`config.mk`:
```
export PLATFORM = sky130hd
export DESIGN_NAME = seg_display_arbiter_flat
export DESIGN_NICKNAME = d
export VERILOG_FILES = /design/src/rtl/seg_display_arbiter_if.sv /design/src/rtl/seg_display_arbiter.sv /design/src/flat_wrapper.sv
export SDC_FILE = /design/constraint.sdc
export NUM_CORES = 1
export LEC_CHECK = 0
export ABC_AREA = 1
export CAP_MARGIN = 15
export CORE_AREA = 2 2 78 80
export DETAILED_ROUTE_END_ITERATION = 10
export DIE_AREA = 0 0 80 82
export PLACE_DENSITY = 0.75
export SYNTH_ARGS = -nofsm -noshare
export SYNTH_HDL_FRONTEND = slang
export SYNTH_SLANG_ARGS = --single-unit
```
`constraint.sdc`:
```
create_clock -name clk -period 3.98 [get_ports clk]
set_input_delay 0.796 -clock clk [delete_from_list [all_inputs] [get_ports clk]]
set_output_delay 0.796 -clock clk [all_outputs]
set_load 0.05 [all_outputs]
```
`src/rtl/seg_display_arbiter_if.sv`:
```
// rtl/seg_display_arbiter_if.sv - request/data/grant bundle between display sources and the arbiter
interface seg_display_arbiter_if;
    logic [2:0]  req;
    logic [15:0] data0;
    logic [15:0] data1;
    logic [15:0] data2;
    logic [2:0]  gnt;
    logic [15:0] dout;
    logic        busy;
    logic        switch_pulse;

    modport master (
        output req, data0, data1, data2,
        input  gnt, dout, busy, switch_pulse
    );

    modport slave (
        input  req, data0, data1, data2,
        output gnt, dout, busy, switch_pulse
    );
endinterface

```
`src/rtl/seg_display_arbiter.sv`:
```
// rtl/seg_display_arbiter.sv - round-robin arbiter sharing one seven-segment display among three sources
module seg_display_arbiter #(
    parameter logic [15:0] HOLD  = 16'd50000,
    parameter logic [15:0] BLANK = 16'h0000
) (
    input  logic                  clk,
    input  logic                  rst_n,
    seg_display_arbiter_if.slave  bus
);

    typedef enum logic {IDLE, OWN} state_t;

    state_t      state, next_state;
    logic [1:0]  last, next_last;
    logic [15:0] cnt, next_cnt;
    logic [2:0]  next_gnt;
    logic [15:0] next_dout;
    logic [1:0]  c0, c1, winner;
    logic        found;
    logic        expired;
    logic [2:0]  gnt_q;
    logic [15:0] dout_q;
    logic        busy_q;
    logic        pulse_q;

    function automatic logic [1:0] inc3(input logic [1:0] v);
        return (v == 2'd2) ? 2'd0 : v + 2'd1;
    endfunction

    // In OWN, last is always the current owner, so it doubles as the owner index.
    always_comb begin
        c0     = inc3(last);
        c1     = inc3(c0);
        found  = 1'b1;
        winner = last;
        if (bus.req[c0])
            winner = c0;
        else if (bus.req[c1])
            winner = c1;
        else if (bus.req[last])
            winner = last;
        else
            found = 1'b0;
    end

    assign expired = (cnt == HOLD - 16'd1);

    always_ff @(posedge clk or negedge rst_n) begin
        if (!rst_n) begin
            state   <= IDLE;
            last    <= 2'd2;
            cnt     <= 16'd0;
            gnt_q   <= 3'b000;
            dout_q  <= BLANK;
            busy_q  <= 1'b0;
            pulse_q <= 1'b0;
        end else begin
            state   <= next_state;
            last    <= next_last;
            cnt     <= next_cnt;
            gnt_q   <= next_gnt;
            dout_q  <= next_dout;
            busy_q  <= (next_state == OWN);
            pulse_q <= (next_gnt != gnt_q);
        end
    end

    always_comb begin
        next_state = state;
        next_last  = last;
        next_cnt   = cnt;
        case (state)
            IDLE: begin
                if (found) begin
                    next_state = OWN;
                    next_last  = winner;
                    next_cnt   = 16'd0;
                end
            end
            OWN: begin
                if (!bus.req[last]) begin
                    next_cnt = 16'd0;
                    if (found)
                        next_last = winner;
                    else
                        next_state = IDLE;
                end else if (expired && found && winner != last) begin
                    next_last = winner;
                    next_cnt  = 16'd0;
                end else if (!expired) begin
                    next_cnt = cnt + 16'd1;
                end
            end
            default: next_state = IDLE;
        endcase
    end

    // dout is chosen from the next-state owner so it lands in the same cycle as gnt.
    always_comb begin
        next_gnt  = 3'b000;
        next_dout = BLANK;
        if (next_state == OWN) begin
            case (next_last)
                2'd0: begin next_gnt = 3'b001; next_dout = bus.data0; end
                2'd1: begin next_gnt = 3'b010; next_dout = bus.data1; end
                2'd2: begin next_gnt = 3'b100; next_dout = bus.data2; end
                default: ;
            endcase
        end
    end

    assign bus.gnt          = gnt_q;
    assign bus.dout         = dout_q;
    assign bus.busy         = busy_q;
    assign bus.switch_pulse = pulse_q;

endmodule

```
`src/flat_wrapper.sv`:
```
// flat-port wrapper written by rule: the top's interface ports become plain ports
module seg_display_arbiter_flat 
#(
    parameter logic [15:0] HOLD  = 16'd50000,
    parameter logic [15:0] BLANK = 16'h0000
)
  (clk, rst_n, bus_req, bus_data0, bus_data1, bus_data2, bus_gnt, bus_dout, bus_busy, bus_switch_pulse);
  seg_display_arbiter_if bus_i ();
  input  logic clk;
  input  logic rst_n;
  input wire logic [$bits(bus_i.req)-1:0] bus_req;
  input wire logic [$bits(bus_i.data0)-1:0] bus_data0;
  input wire logic [$bits(bus_i.data1)-1:0] bus_data1;
  input wire logic [$bits(bus_i.data2)-1:0] bus_data2;
  output wire logic [$bits(bus_i.gnt)-1:0] bus_gnt;
  output wire logic [$bits(bus_i.dout)-1:0] bus_dout;
  output wire logic [$bits(bus_i.busy)-1:0] bus_busy;
  output wire logic [$bits(bus_i.switch_pulse)-1:0] bus_switch_pulse;
  assign bus_i.req = bus_req;
  assign bus_i.data0 = bus_data0;
  assign bus_i.data1 = bus_data1;
  assign bus_i.data2 = bus_data2;
  assign bus_gnt = bus_i.gnt;
  assign bus_dout = bus_i.dout;
  assign bus_busy = bus_i.busy;
  assign bus_switch_pulse = bus_i.switch_pulse;
  seg_display_arbiter #(.HOLD(HOLD), .BLANK(BLANK)) u_core (.clk(clk), .rst_n(rst_n), .bus(bus_i));
endmodule
```
==> reports/metrics.cfg <==
[status]
outcome = finished clean

[yosys]
yosys.area.top_type = dfrtp_1
synth_fp_nets = 393
ys.flop_type = dfrtp_1
syn_area_sq_um = 2510
netlist_instances = 339
synth_common_cells = 90 x nand2_1, 48 x inv_1, 47 x nand3_1
yosysMostFrequentCell = nand2_1
synth_edf_count = 0
async_flop_share_pct = 100
ys_seq_area_share_pct = 38.9
synth_top_area_share_pct = 37.8
ys_warn_count = 0
synth-seq-cells = 39
synth_area_leaders = dfrtp_1 38%, nand2_1 13%, nand3_1 9.4%, inv_1 7.2%, nand2_2 3.5%
synth_cell_types = 34
avgSynthCellArea_sq_um = 7.41

[sta]
clock_skew_ns = 0.00611
drv_slew = 0
hold_ws_ns = 0.503
setup_viol = 0
hold_viol = 0
worstMarginPinSlew_ns = 0.850
fin_crit_sh_pct = 71.1
slew_headroom_pct = 43.4
grt_setup_unrepaired = no
finalCriticalPeriod_ns = 2.83
fmax_mhz = 353
setup_tns_ns = 0

[critical_path]
crit_type = in -> reg
reg2regPathDepth = 15
rrSetupSlack_ns = 1.52
r2r_start = u_core.last[1]
critPathCapture = u_core.cnt[2]
crit_fanout = 27
cp.arrival_ns = 3.01
endpoint_kind = flip-flop
r2r-end = u_core.bus.switch_pulse
required_ns = 4.16
crit_start = bus_req[1]
startpoint_type = input port

[die]
num_io_pins = 74
die-area_sq_um = 6560
rows = 28
die_w_um = 80
start_util_pct = 43.8
die_y_um = 82
fp.coreArea_sq_um = 5750

[placed_design]
portBuffers = 73
hpwl_mm = 4.55
place.gp.congestion = 0.972

[drt]
drt_iter0_drc = 164
wire_per_inst_um = 12.3
drc = 0
num_vias = 2466
wirelength_mm = 5.93
ant_nets = 0
via_per_inst = 5.10
dr.pass1.iters = 7

[cts]
h-tree-depth = 2
ctsResizeCount = 0
postCtsSetupBuffers = 0
insertion_delay_ns = 0.29
cts_buffers = 5
path_clk_slew_ns = 0.08
cts_tree = yes
root_buffer = clkbuf_8
postCtsHoldBufs = 0
clk_path_buf_depth = 2
cts_sinks = 39

[grt]
grt_overflow = 0
track_usage_pct = 19.2
grt_pass1_wl_mm = 9.94
antenna_found_initial = 0
grt_pass1_vias = 2415
grt_max_degree = 40

[layout]
drive_gt1_share_pct = 10.5
fin_nets = 462
synthToLayoutAreaGrowth_pct = 31.6
diodes = 0

[power]
vdd_ir_drop_max_mv = 0.368
cellLeakagePower_nw = 1.57
power_per_cell_area_nw_per_um2 = 786

[worst_hold_path]
holdPathStages = 2
hold_class = reg -> reg

[run]
cap_violations = 0

## per-layer routing
metal  routed length [um]  global-route usage, %  part of all wire [%]  vias to the layer above
met2                 2880                   35.3                    49                      121
met1                 2300                   19.8                    39                     1115
met5                    0                      0                     0                        -
li1                     -                      -                     -                     1214
met3                  630                   7.14                    11                       16
met4                  112                   7.46                   1.9                        0
## power by group
group	internal (mW)	switching, mW	total [mW]
clock network	0.122	0.149	0.271
logic	0.560	1.18	1.74
registers	0.529	0.0634	0.593
total	1.21	1.39	2.60
## state kept, by name, indices dropped and copies added (netlist names)
name / count
u_core.bus.switch_pulse: 1
u_core.cnt: 16
u_core.bus.gnt: 3
u_core.bus.dout: 16
u_core.last: 2
u_core.state: 1
## kinds of logic (layout without fill, tap and decap cells)
kind of cell | after synthesis | after routing | share of synthesized area [%]
buffers and inverters | 64 | 134 | 12.8
flip-flops | 39 | 39 | 38.9
AO/OA/AOI/OAI | 24 | 24 | 5.38
XOR/XNOR | 6 | 6 | 2.09
AND/OR/NAND/NOR | 205 | 205 | 40.4
adder cells (fa/ha/maj) | 1 | 1 | 0.498
## cell type report
type / count / area, sq um
clock buffers: 5 / 68.8
clock inverters: 3 / 20.0
multi-input cells: 236 / 1210
repair buffers: 73 / 726
fillers: 544 / 2440
inverters: 53 / 206
flip-flops and latches: 39 / 977
well taps: 75 / 93.8
## worst min-delay path by stage
stage / startpoint / to / slack, ns
2_1_floorplan: u_core.cnt[15] / u_core.cnt[15] / 0.45
3_3_place_gp: u_core.cnt[15] / u_core.cnt[15] / 0.48
3_5_place_dp: u_core.cnt[15] / u_core.cnt[15] / 0.48
4_1_cts: u_core.cnt[15] / u_core.cnt[15] / 0.50
5_1_grt: u_core.cnt[15] / u_core.cnt[15] / 0.56
6_report: u_core.cnt[15] / u_core.cnt[15] / 0.50
## cell usage in the layout (no fill, tap or decap), types with 9 or more instances in the layout
| cell type | instances |
|---|---|
| dfrtp_1 | 38 |
| nor2_1 | 20 |
| nand3_1 | 47 |
| nand2_1 | 90 |
| nand2_2 | 14 |
| o21ai_0 | 17 |
| nor3_1 | 9 |
| inv_1 | 48 |
| clkdlybuf4s50_1 | 72 |
## stage by stage
stage / area (sq um) / setup WS [ns] / utilization, % / total power, mW / std cells
2_1_floorplan: 2510 / 1.79 / - / 2.05 / 339
3_3_place_gp: 3220 / 0.911 / 56.0 / 2.33 / 476
3_5_place_dp: 3220 / 0.861 / 56.0 / 2.36 / 476
4_1_cts: 3310 / 1.17 / 57.6 / 2.63 / 484
5_1_grt: 3310 / 0.871 / 57.6 / 2.83 / 484
6_report: 3310 / 1.15 / 57.6 / 2.60 / 484
## critical path: stages
cell and delay (ns):
clkdlybuf4s50_1 0.49, inv_1 0.04, nand2_1 0.05, o21ai_0 0.07, nand2_1 0.07, nand2_1 0.12
nand2_4 0.27, nand3_2 0.14, nand2_2 0.12, inv_2 0.06, nand2_2 0.05, nand2_2 0.17
inv_2 0.25, nand2_1 0.10, xor2_1 0.15, nor2_1 0.06
Note: power is estimated with default switching activity, not from simulation.
